$ cat src/rtl/div_unit_pkg.sv
// Shared state encoding and strobe levels for the EX-stage radix-2 divider.
package div_unit_pkg;

  typedef enum logic [1:0] {
    DIV_IDLE   = 2'b00,
    DIV_BYZERO = 2'b01,
    DIV_ON     = 2'b10,
    DIV_END    = 2'b11
  } div_state_e;

  localparam logic DIV_RESULT_READY     = 1'b1;
  localparam logic DIV_RESULT_NOT_READY = 1'b0;
  localparam logic DIV_START            = 1'b1;
  localparam logic DIV_STOP             = 1'b0;

  // Result sign corrections captured at start.
  typedef struct packed {
    logic qneg;
    logic rneg;
  } div_sign_t;

endpackage

$ cat src/rtl/div_step.sv
// One restoring-division iteration on the {remainder, quotient} partial value.
module div_step #(
  parameter int WIDTH = 32
) (
  input  logic [2*WIDTH:0]  part,
  input  logic [WIDTH-1:0]  divisor,
  output logic [2*WIDTH:0]  part_nxt,
  output logic              qbit
);

  logic [2*WIDTH:0] sh;
  logic [WIDTH:0]   upper;
  logic [WIDTH:0]   diff;
  logic             unused_msb;

  // Remainder is always below the divisor, so the top bit never carries information.
  assign unused_msb = part[2*WIDTH];

  always_comb begin
    sh       = {part[2*WIDTH-1:0], 1'b0};
    upper    = sh[2*WIDTH:WIDTH];
    diff     = upper - {1'b0, divisor};
    qbit     = (upper >= {1'b0, divisor});
    part_nxt = qbit ? {diff, sh[WIDTH-1:0]} : sh;
  end

endmodule

$ cat src/rtl/div_unit.sv
// Multi-cycle signed/unsigned divider; result = {remainder, quotient}, ready pulses in END.
module div_unit
  import div_unit_pkg::*;
#(
  parameter int WIDTH = 32
) (
  input  logic               clk,
  input  logic               rst,
  input  logic               start,
  input  logic               sign,
  input  logic               annul,
  input  logic [WIDTH-1:0]   opdata1,
  input  logic [WIDTH-1:0]   opdata2,
  output logic [2*WIDTH-1:0] result,
  output logic               ready,
  output logic               busy
);

  localparam logic [5:0] LAST = 6'(WIDTH - 1);

  div_state_e       state;
  logic [5:0]       cnt;
  logic [2*WIDTH:0] part;
  logic [WIDTH-1:0] dvsr;
  logic [WIDTH-1:0] op1_q;
  div_sign_t        sg;

  logic [WIDTH-1:0] abs1, abs2;
  logic [2*WIDTH:0] part_nxt, part_new;
  logic             qbit;
  logic [WIDTH-1:0] q_fin, r_fin;

  assign abs1 = (sign && opdata1[WIDTH-1]) ? -opdata1 : opdata1;
  assign abs2 = (sign && opdata2[WIDTH-1]) ? -opdata2 : opdata2;

  div_step #(.WIDTH(WIDTH)) u_step (
    .part     (part),
    .divisor  (dvsr),
    .part_nxt (part_nxt),
    .qbit     (qbit)
  );

  assign part_new = part_nxt | {{(2*WIDTH){1'b0}}, qbit};
  assign q_fin    = sg.qneg ? -part_new[WIDTH-1:0]       : part_new[WIDTH-1:0];
  assign r_fin    = sg.rneg ? -part_new[2*WIDTH-1:WIDTH] : part_new[2*WIDTH-1:WIDTH];

  // Annul during END must suppress the pulse in the same cycle.
  assign ready = (state == DIV_END && !annul) ? DIV_RESULT_READY : DIV_RESULT_NOT_READY;
  assign busy  = (state != DIV_IDLE);

  always_ff @(posedge clk or negedge rst) begin
    if (!rst) begin
      state  <= DIV_IDLE;
      cnt    <= '0;
      part   <= '0;
      dvsr   <= '0;
      op1_q  <= '0;
      sg     <= '0;
      result <= '0;
    end else begin
      case (state)
        DIV_IDLE: begin
          if (!annul && start == DIV_START) begin
            op1_q   <= opdata1;
            dvsr    <= abs2;
            part    <= {{(WIDTH+1){1'b0}}, abs1};
            sg.qneg <= sign & (opdata1[WIDTH-1] ^ opdata2[WIDTH-1]);
            sg.rneg <= sign & opdata1[WIDTH-1];
            cnt     <= '0;
            state   <= (opdata2 == '0) ? DIV_BYZERO : DIV_ON;
          end
        end
        DIV_BYZERO: begin
          if (annul) state <= DIV_IDLE;
          else begin
            result <= {op1_q, {WIDTH{1'b1}}};
            state  <= DIV_END;
          end
        end
        DIV_ON: begin
          if (annul) state <= DIV_IDLE;
          else begin
            part <= part_new;
            cnt  <= cnt + 6'd1;
            if (cnt == LAST) begin
              result <= {r_fin, q_fin};
              state  <= DIV_END;
            end
          end
        end
        DIV_END: state <= DIV_IDLE;
        default: state <= DIV_IDLE;
      endcase
    end
  end

endmodule
$ cat config.mk
export PLATFORM = sky130hd
export DESIGN_NAME = div_unit
export DESIGN_NICKNAME = d
export VERILOG_FILES = /design/src/rtl/div_unit_pkg.sv /design/src/rtl/div_step.sv /design/src/rtl/div_unit.sv
export SDC_FILE = /design/constraint.sdc
export NUM_CORES = 1
export LEC_CHECK = 0
export BUFFER_PORTS_ARGS = -buffer_cell sky130_fd_sc_hd__buf_2
export CAP_MARGIN = 40
export CORE_ASPECT_RATIO = 0.8
export CORE_UTILIZATION = 55
export CTS_CLUSTER_SIZE = 28
export DETAILED_ROUTE_END_ITERATION = 6
export PLACE_DENSITY_LB_ADDON = 0.2
export REMOVE_ABC_BUFFERS = 1
export SYNTH_ARGS = -nofsm -noshare
export SYNTH_HDL_FRONTEND = slang
export SYNTH_SLANG_ARGS = --single-unit
$ cat constraint.sdc
create_clock -name clk -period 7.25 [get_ports clk]
set_input_delay 1.45 -clock clk [delete_from_list [all_inputs] [get_ports clk]]
set_output_delay 1.45 -clock clk [all_outputs]
set_load 0.02 [all_outputs]
==> metrics.md, run 1 <==
| Metric | Value |
|---|---|
| Run status | `finished, final reports clean` |
| Post-Place Cells | `~2,000` |
| Final #Nets | `~1,800` |
| Average cell area after synthesis | `between 8 and 9 um^2` |
| Share of cells above drive strength 1 | `14.2%` |
| # DRC | `0` |
| Gr ovfl total | `0` |
| CP Class | `reg2reg` |
| Drt via density | `roughly 6.1` |
| Total power | `around 8000 uW` |
| Post-CTS setup buffers | `0` |
| Share of the synthesized area in the top cell type | `between 30 and 40%` |
| Total negative slack | `0 ns` |
| Clock Path Buffers | `3` |
| Vias | `around 12,000` |
| Hold EP | `result[37]$_DFFE_PN0P_` |
| Skew-Pair Late Insertion Delay | `0.51 ns` |
| Pin count of the biggest net entering global routing | `83` |
| Fraction of registers with async set/reset | `100%` |
| Core box area | `0.0236 mm^2` |
| Critical path's most frequent cell | `a21oi_1` |
| Cell Area, Synth | `roughly 0.013 mm^2` |
| Antenna diodes | `0` |
| DR WL/cell | `roughly 18 um` |
| Setup slack after layout | `about 1.7 ns` |
| Final setup violation count | `0` |
| Top post-synthesis cells by area | `dfrtp_1, a21oi_1, o21ai_0` |
| Root Buffer | `clkbuf_16` |
| Critical Path Source | `part[37]$_DFFE_PN0P_` |
| Worst Skew | `approximately 0.0095 ns` |
| 1st-pass router iterations | `5` |
| Layout area overhead | `12.6%` |
| Crit path cell chain | `ha_1 -> a21oi_1 -> o21ai_1 -> a21oi_1 -> a31o_2 -> nand2_2 -> clkinv_1 -> buf_4 -> ha_1 -> nand2b_1 -> or3_1 -> or4_1 -> or2_2 -> o31ai_1 -> nand2_1 -> xnor2_1 -> a21oi_1` |
| Register area share after synthesis | `~38%` |
| Synth cell types | `74` |
| Die H | `about 140 um` |
| H-tree depth | `1` |
| Crit start category | `flip-flop` |
| R2r startpoint | `part[37]$_DFFE_PN0P_` |
| Port bufs | `roughly 130` |
| Slowest CP cell | `or4_1` |
| Fin. max-slew vios | `0` |
| Detail Placement HPWL | `around 27,000 um` |
| DRT iter0 DRCs | `1,213` |
| DP Worst Slack | `approximately 1.9 ns` |
| Critical Path RT | `7.64 ns` |
| Reg2reg path depth | `17` |
| Number of global-route vias before repair | `roughly 12,000` |
| FF+latch count, synth | `roughly 200` |
| R2R Path End | `result[26]$_DFFE_PN0P_` |
| Max Fclk | `between 150 and 200 MHz` |
| VDD IR max | `between 0.0003 and 0.0004 V` |
| Die Wd | `176 um` |
| Min Tclk post-route | `5.54 ns` |
| Number of flops mapped to enable cells by yosys | `0` |
| CP arrival | `~5.9 ns` |
| Clock transition at path regs | `roughly 0.07 ns` |
| Final Non-Filler Cells | `2,026` |
| Worst min path class | `reg2reg` |
| Critical Path Fanout Max | `44` |
| Worst slew margin | `37.1%` |
| Placed cell area | `between 0.01 and 0.015 mm^2` |
| # IOs | `~140` |
| Synth Flop Type | `dfrtp_1` |
| Max Cap Viol | `0` |
| CTS tree | `built` |
| First-pass GRT wire length | `61,500 um` |
| Synth area leader | `dfrtp_1` |
| Post-cts sizing count | `0` |
| Hold Path Origin | `result[37]$_DFFE_PN0P_` |
| Row count | `50` |
| Initial core utilization | `between 50% and 60%` |
| Pwr Density | `518 mW/mm^2` |
| Post-Synthesis Cells | `about 1,600` |
| Yosys warnings | `0` |
| Setup crit end kind | `flip-flop` |
| DIE AREA | `between 0.02 and 0.025 mm^2` |
| Hold Path Depth | `1` |
| Delay of the slowest critical-path stage | `around 0.58 ns` |
| Final ANT Viol Nets | `0` |
| Antenna violations before repair | `0` |
| Final Cycle Share | `76.4%` |
| Num CTS Buffers | `23` |
| GRT Total Usage | `30.6%` |
| Fillers | `about 2,100` |
| Worst Tran Pin Value | `around 0.94 ns` |
| WL final | `around 37,000 um` |
| RSZ-0062 raised after global routing | `false` |
| Final design instance area without fill | `0.0151 mm^2` |
| GP Congestion | `slightly above 0.9` |
| FF-to-FF setup slack | `~1.7 ns` |
| Pleak | `~0.0065 uW` |
| Hold_buf cts | `0` |
| Clock sinks | `slightly above 200` |
| Hold Fails Final Rpt | `0` |
==> metal layers <==
metal  GRT usage [%]  share of wire (%)  up-vias  wire (um)
li1                -                  -     5923          -
met1            47.5                 49     6033      18400
met2            46.5                 43      415      16200
met3            3.30                6.3       43       2360
met4            4.72                1.2        0        455
met5               0                  0        -          0
==> cell families (layout without fill, tap and decap cells) <==
logic type	Yosys count	after routing	share of synthesized area [%]
multiplexers	52	52	4.17
adder cells (fa/ha/maj)	42	42	3.98
buffers and inverters	154	249	4.52
AND/OR/NAND/NOR	531	531	18.7
XOR/XNOR	139	139	9.10
flip-flops	202	202	37.8
AO/OA/AOI/OAI	499	499	21.8
==> how the worst max path moves through the flow <==
| stage | slack [ns] | cells after the start | end |
|---|---|---|---|
| finish | 1.71 | 17 | result[26]$_DFFE_PN0P_ |
| global route | 1.41 | 17 | result[26]$_DFFE_PN0P_ |
| CTS | 1.84 | 17 | result[26]$_DFFE_PN0P_ |
| detailed placement | 1.86 | 17 | result[26]$_DFFE_PN0P_ |
| global placement | 2.07 | 17 | result[26]$_DFFE_PN0P_ |
| floorplan | -1.24 | 6 | result[52]$_DFFE_PN0P_ |
==> synth_stat cells (all sizes together) (30+ instances only) <==
| cell | n |
|---|---|
| nor2 | 135 |
| o31ai | 38 |
| mux2 | 30 |
| nand3 | 51 |
| nand2 | 183 |
| a21oi | 180 |
| ha | 41 |
| nor3 | 34 |
| dfrtp | 202 |
| xor2 | 84 |
| inv | 55 |
| xnor2 | 55 |
| clkbuf | 72 |
| o21ai | 175 |
==> through the flow <==
stage	util (%)	hold WS, ns
floorplan	-	0.445
global placement	60.1	0.455
detailed placement	60.3	0.464
CTS	63.8	0.480
global route	63.8	0.491
finish	63.8	0.480
==> flip-flops by register name, summed over array words and instances (netlist names) <==
name	count
cnt	6
dvsr	32
op1_q	32
part	64
result	64
sg	2
state	2
==> worst max-delay path: cells and delay by family (launching register included) <==
family / cells / cell delay, ns
compound gates: 6 / 1.79
xor+xnor: 1 / 0.15
fa+ha+maj: 2 / 0.67
buf+inv: 2 / 0.57
flops: 1 / 0.41
simple gates: 6 / 1.80
==> cell type report <==
cell class,count,area [um^2],area share (%)
Tap cell,312,390,2.59
Clock buffer,33,673,4.47
Inverter,57,214,1.42
Multi-Input combinational cell,1263,7760,51.5
Sequential cell,202,5050,33.5
Clock inverter,8,145,0.963
Timing Repair Buffer,151,837,5.55
==> power by group <==
group	total, uW	switching [uW]	leakage, uW	internal (uW)
logic	4590	2910	0.00375	1680
clock network	1270	483	0.000396	785
registers	1950	408	0.00241	1540
==> placed cells by master, fill, tap and decap left out, drive strengths merged, types with 4 or more instances in the layout <==
master / n
a31o: 4
buf: 150
bufinv: 4
o21a: 11
nor3: 34
mux2i: 22
and2: 8
nand2b: 11
o211ai: 9
o311ai: 5
inv: 55
or4: 18
a211o: 4
nor2b: 7
a21o: 20
o22ai: 6
or3: 17
clkbuf: 34
or2: 6
o31ai: 38
a211oi: 4
a31oi: 9
nor4: 15
mux2: 30
o41ai: 9
xor2: 84
nor2: 135
nand3: 51
xnor2: 55
o21ai: 175
ha: 41
nand4: 22
dfrtp: 202
nand2: 183
and3: 8
clkinv: 4
a21oi: 180
(Power assumes the default switching activity.)
==> inputs of run 2 (changes only) <==
Settings changed: ABC_AREA set to 1.
Clock period 7.25 ns to 5.1 ns, I/O delays scaled along.
==> metrics.md, run 2 <==
| Metric | Value |
|---|---|
| Run status | `finished, final reports clean` |
| Largest regs | `part: 64 flops, result: 64 flops` |
| Gr busiest metal | `met1` |
| DP Worst Slack | `0.542 ns (-1.32 ns)` |
| Fin. max-slew vios | `0 (unchanged)` |
| Util after Layout | `63.6% (-0.17 points)` |
| Row count | `52 (+4.0%)` |
| Met1 Use GR | `52.0% (+4.5 points)` |
| Yosys warnings | `0 (unchanged)` |
| Post-Place Cells | `2,612 (+32%)` |
| Die H | `147 um (+4.0%)` |
| Average cell area after synthesis | `6.66 um^2 (-19%)` |
| Worst Skew | `0.0269 ns (+0.0174 ns)` |
| Cell Area, Synth | `0.0145 mm^2 (+8.2%)` |
| Delay of the slowest critical-path stage | `0.39 ns (-0.19 ns)` |
| Worst Tran Pin Value | `0.906 ns (-0.0291 ns)` |
| Setup slack after layout | `0.747 ns (-0.967 ns)` |
| Most frequent cells in the layout | `nand2_1, inv_1, dfrtp_1` |
| # DRC | `0 (unchanged)` |
| Met3 Use GR | `5.01% (+1.7 points)` |
| Detail Placement HPWL | `33,500 um (+23%)` |
| Fillers | `2,423 (+16%)` |
| Synth Flop Type | `dfrtp_1` |
| Met2 usage | `50.0% (+3.5 points)` |
| Vias | `14,877 (+20%)` |
| Crit start category | `flip-flop` |
| DIE AREA | `0.0270 mm^2 (+8.1%)` |
| Most numerous cell in the Yosys netlist | `nand2_1` |
| Share of cells above drive strength 1 | `12.1% (-2.1 points)` |
| 1st-pass router iterations | `7 (+2)` |
| Max Fclk | `230 MHz (+27%)` |
| Number of global-route vias before repair | `13,994 (+21%)` |
| Synth area leader | `dfrtp_1` |
| Critical Path Fanout Max | `14 (-68%)` |
| Top post-synthesis cells by area | `dfrtp_1, nand2_1, inv_1` |
| Sequential standard cell area | `0.00505 mm^2 (unchanged)` |
| GRT Total Usage | `34.1% (+3.5 points)` |
| Gr ovfl total | `0 (unchanged)` |
| Synth cell types | `50 (-32%)` |
| Synth cell count leaders | `nand2_1, inv_1, dfrtp_1, nor2_1, o21ai_0` |
| Fraction of registers with async set/reset | `100% (unchanged)` |
| Final Non-Filler Cells | `2,653 (+31%)` |
| RSZ-0062 raised after global routing | `false` |
| Skew-Pair Late Insertion Delay | `0.54 ns (+0.03 ns)` |
| Clock sinks | `202 (unchanged)` |
| Hold_buf cts | `0 (unchanged)` |
| Root Buffer | `clkbuf_16` |
| Commonest non-fill, non-tap cell in the layout | `nand2_1` |
| # IOs | `135 (unchanged)` |
| Multi-input logic area | `0.00799 mm^2 (+3.0%)` |
| Num CTS Buffers | `23 (unchanged)` |
| CTS tree | `built` |
| First-pass GRT wire length | `73,000 um (+19%)` |
| Final Cycle Share | `85.4% (+9.0 points)` |
| WL final | `44,400 um (+19%)` |
| Final setup violation count | `0 (unchanged)` |
| Clock transition at path regs | `0.06 ns (about the same)` |
| Pin count of the biggest net entering global routing | `99 (+19%)` |
| CP Class | `reg2reg` |
| Worst slew margin | `39.0% (+2.0 points)` |
| Post-cts sizing count | `0 (unchanged)` |
| CP arrival | `4.76 ns (-1.16 ns)` |
| Antenna diodes | `0 (unchanged)` |
| Final ANT Viol Nets | `0 (unchanged)` |
| DR WL/cell | `16.7 um (-9.3%)` |
| Min Tclk post-route | `4.35 ns (-1.18 ns)` |
| Critical Path RT | `5.51 ns (-2.13 ns)` |
| Die Wd | `183 um (+4.0%)` |
| Drt via density | `5.61 (-8.5%)` |
| Post-CTS setup buffers | `0 (unchanged)` |
| FF+latch count, synth | `202 (unchanged)` |
| Number of flops mapped to enable cells by yosys | `0 (unchanged)` |
| Share of the synthesized area in the top cell type | `34.9% (-2.9 points)` |
| GP Congestion | `0.986 (+6.3%)` |
| Max Cap Viol | `0 (unchanged)` |
| Register area share after synthesis | `34.9% (-2.9 points)` |
| Antenna violations before repair | `1 (+1)` |
| Worst hold margin | `0.473 ns (-0.00755 ns)` |
| Setup crit end kind | `flip-flop` |
| Critical path's most frequent cell | `nand2_1` |
| Hold Fails Final Rpt | `0 (unchanged)` |
| Slowest CP cell | `dfrtp_1` |
| Final #Nets | `2,397 (+33%)` |
| Worst min path class | `reg2reg` |
| Post-Synthesis Cells | `2,174 (+34%)` |
| H-tree depth | `1 (unchanged)` |
| Initial core utilization | `56.6% (about the same)` |
| Clock Path Buffers | `3 (unchanged)` |
| DRT iter0 DRCs | `1,364 (+12%)` |
| Core box area | `0.0256 mm^2 (+8.1%)` |
| Port bufs | `134 (unchanged)` |
| Layout area overhead | `12.3%` |
## run 2: path summary, 6_finish.rpt
kind / depth (start not counted) / end / slack, ns / startpoint
min in group asynchronous: 1 / dvsr[8]$_DFFE_PN0P_ / 0.59 / rst
max in group asynchronous: 2 / op1_q[24]$_DFFE_PN0P_ / 3.54 / rst
hold reg to reg: 2 / result[53]$_DFFE_PN0P_ / 0.47 / result[53]$_DFFE_PN0P_
setup reg to reg: 26 / result[26]$_DFFE_PN0P_ / 0.75 / part[39]$_DFFE_PN0P_
hold / removal: 2 / result[53]$_DFFE_PN0P_ / 0.47 / result[53]$_DFFE_PN0P_
setup / recovery: 26 / result[26]$_DFFE_PN0P_ / 0.75 / part[39]$_DFFE_PN0P_
## run 2: critical path: cells and delay by family, from the launching register on
family	cells	cell delay, ns
and+or+nand+nor	14	1.82
adders and majority gates	2	0.50
AOI/OAI and AO/OA	5	1.19
DFF	1	0.39
buffers and inverters	5	0.31
## run 2: per-layer routing
| layer | wire [um] | vias up |
|---|---|---|
| met5 | 13 | - |
| met2 | 18500 | 594 |
| met4 | 1030 | 2 |
| met3 | 3740 | 70 |
| li1 | - | 7221 |
| met1 | 21100 | 6990 |
## run 2: per-stage QoR
step | cell area, um^2 | TNS, ns
6_report | 16300 | 0
2_1_floorplan | 14200 | -65.81
3_3_place_gp | 15500 | 0
5_1_grt | 16300 | 0
4_1_cts | 16300 | 0
3_5_place_dp | 15500 | 0
## run 2: cell type report
class,count,share of cell area [%]
clock buffers,33,4.14
clock inverters,8,0.423
inverters,302,6.98
multi-input cells,1598,49.1
flip-flops and latches,202,31.1
well taps,351,2.70
repair buffers,159,5.52
## run 2: cells by family after synthesis
kind of cell,count (synthesis),synth area share (%)
buf+inv,374,10.0
flops,202,34.9
simple gates,1119,32.7
compound gates,374,14.8
fa+ha+maj,42,3.68
xor+xnor,63,3.81
Power of run 2 is left out: the tool's default activity adds up to more than one toggle a clock period on the data nets, which glitch-free logic cannot reach.
==> inputs of run 3 (changes only) <==
Settings changed: ABC_AREA 1 to not set, TNS_END_PERCENT set to 50.
==> metrics.md, run 3 (synthesized netlist as in run 1, its figures left out) <==
| Metric | Value |
|---|---|
| Run status | `finished, final reports clean` |
| Setup crit end kind | `flip-flop` |
| Antenna diodes | `0 (unchanged)` |
| Worst min path class | `in2async` |
| Final setup violation count | `0 (unchanged)` |
| Commonest non-fill, non-tap cell in the layout | `dfrtp_1` |
| Final Cycle Share | `93.5% (+8.1 points)` |
| DR WL/cell | `18.6 um (+11%)` |
| # IOs | `135 (unchanged)` |
| Final ANT Viol Nets | `0 (unchanged)` |
| Sequential standard cell area | `0.00505 mm^2 (unchanged)` |
| Port bufs | `134 (unchanged)` |
| H-tree depth | `1 (unchanged)` |
| Skew-Pair Late Insertion Delay | `0.51 ns (-0.03 ns)` |
| Layout area overhead | `12.8%` |
| Max Cap Viol | `0 (unchanged)` |
| Root Buffer | `clkbuf_16` |
| Largest regs | `part: 64 flops, result: 64 flops` |
| Vias | `12,328 (-17%)` |
| Share of cells above drive strength 1 | `15.3% (+3.2 points)` |
| Hold_buf cts | `0 (unchanged)` |
| Num CTS Buffers | `23 (unchanged)` |
| Total negative slack | `0 ns (unchanged)` |
| Crit start category | `flip-flop` |
| First-pass GRT wire length | `60,600 um (-17%)` |
| Final #Nets | `1,813 (-24%)` |
| Worst Skew | `0.0104 ns (-0.0165 ns)` |
| GP Congestion | `0.928 (-5.9%)` |
| Antenna violations before repair | `0 (-1)` |
| RSZ-0062 raised after global routing | `false` |
| Hold Fails Final Rpt | `0 (unchanged)` |
| CP arrival | `5.16 ns (+0.40 ns)` |
| Detail Placement HPWL | `27,600 um (-18%)` |
| Initial core utilization | `56.6% (about the same)` |
| Multi-input logic area | `0.00786 mm^2 (-1.7%)` |
| Die H | `142 um (-3.8%)` |
| 1st-pass router iterations | `6 (-1)` |
| VDD IR max | `about 0.0005 V` |
| # DRC | `0 (unchanged)` |
| CTS tree | `built` |
| Fin. max-slew vios | `0 (unchanged)` |
| CP delay by family, top | `simple AND/OR/NAND/NOR gates` |
| Clock Path Buffers | `3 (unchanged)` |
| CP Class | `reg2reg` |
| Worst hold margin | `0.423 ns (-0.0500 ns)` |
| Worst slew margin | `39.4% (+0.33 points)` |
| WL final | `37,600 um (-15%)` |
| Number of global-route vias before repair | `11,482 (-18%)` |
| Drt via density | `6.08 (+8.4%)` |
| Critical path's most frequent cell | `ha_1` |
| Placed cell area | `0.0143 mm^2 (-7.7%)` |
| Gr ovfl total | `0 (unchanged)` |
| DRT iter0 DRCs | `1,102 (-19%)` |
| Clock sinks | `202 (unchanged)` |
| Final design instance area without fill | `0.0151 mm^2 (-7.1%)` |
| Delay of the slowest critical-path stage | `0.46 ns (+0.07 ns)` |
| Most frequent cells in the layout | `dfrtp_1, nand2_1, a21oi_1` |
| Max Fclk | `210 MHz (-8.7%)` |
| Die Wd | `176 um (-3.8%)` |
| Core box area | `0.0236 mm^2 (-7.5%)` |
| Pwr Density | `about 730 mW/mm^2` |
| Min Tclk post-route | `4.77 ns (+0.416 ns)` |
| Buf+Inv Stages, Crit Path | `2 (-3)` |
| Pin count of the biggest net entering global routing | `95 (-4.0%)` |
| Critical Path RT | `5.50 ns (about the same)` |
| Clock transition at path regs | `0.06 ns (about the same)` |
| Worst Tran Pin Value | `0.909 ns (+0.00229 ns)` |
| GRT Total Usage | `30.2% (-3.9 points)` |
| Row count | `50 (-3.8%)` |
| DIE AREA | `0.0250 mm^2 (-7.5%)` |
| Fillers | `2,157 (-11%)` |
| Pleak | `approximately 0.0065 uW` |
| Crit path cell chain | `ha_1 -> nand4_1 -> nor2_1 -> a311o_1 -> o22ai_4 -> nand2_2 -> clkinvlp_4 -> mux2i_1 -> ha_1 -> nor4b_1 -> and3_1 -> o211ai_1 -> buf_4 -> o31ai_1 -> xnor2_1 -> a21oi_1 -> a211o_1` |
| Critical Path Fanout Max | `7 (-7)` |
| Slowest CP cell | `ha_1` |
-- run 3: report_power, final --
part	leakage, uW	internal [uW]	switching, uW
Sequential	0.00241	2190	572
Combinational	0.00377	2460	4250
Clock	0.000339	892	676
Total	0.00652	5550	5500
-- run 3: routing by layer --
metal  track usage [%]  up-vias  part of all wire (%)
met1              46.4     5946                    48
met4              5.67        0                   1.5
met3              3.43       45                   6.3
met2              45.9      411                    44
li1                  -     5926                     -
met5                 0        -                     0
-- run 3: path summary, 6_finish.rpt --
| check | from | endpoint | slack [ns] | cells past startpoint |
|---|---|---|---|---|
| setup reg to reg | part[39]$_DFFE_PN0P_ | result[52]$_DFFE_PN0P_ | 0.33 | 17 |
| hold / removal | rst | dvsr[6]$_DFFE_PN0P_ | 0.42 | 1 |
| max in group asynchronous | rst | op1_q[29]$_DFFE_PN0P_ | 3.43 | 3 |
| hold reg to reg | result[46]$_DFFE_PN0P_ | result[46]$_DFFE_PN0P_ | 0.48 | 1 |
| min in group clk | result[46]$_DFFE_PN0P_ | result[46]$_DFFE_PN0P_ | 0.48 | 1 |
| setup / recovery | part[39]$_DFFE_PN0P_ | result[52]$_DFFE_PN0P_ | 0.33 | 17 |
-- run 3: through the flow --
| step | power [uW] | setup WS [ns] | std cells | utilization [%] |
|---|---|---|---|---|
| final | 11000 | 0.331 | 2028 | 63.9 |
| after global routing | 11900 | 0.0388 | 2028 | 63.9 |
| after CTS | 10900 | 0.0304 | 2027 | 63.4 |
| after detailed placement | 9250 | 0.0626 | 1988 | 60.5 |
| after global placement | 9120 | 0.242 | 1985 | 60.2 |
| after floorplan | 7370 | -3.39 | 1522 | - |
-- run 3: cell type report --
class,count,area share [%]
Clock buffer,30,4.05
Clock inverter,9,0.481
Inverter,57,1.44
Multi-Input combinational cell,1263,52.0
Sequential cell,202,33.5
Tap cell,312,2.59
Timing Repair Buffer,155,5.94
-- run 3: repair_timing --
item,4_1_cts,5_1_grt
endpoints found under the setup margin,0,14
resized for setup,0,20
buffers inserted,0,1
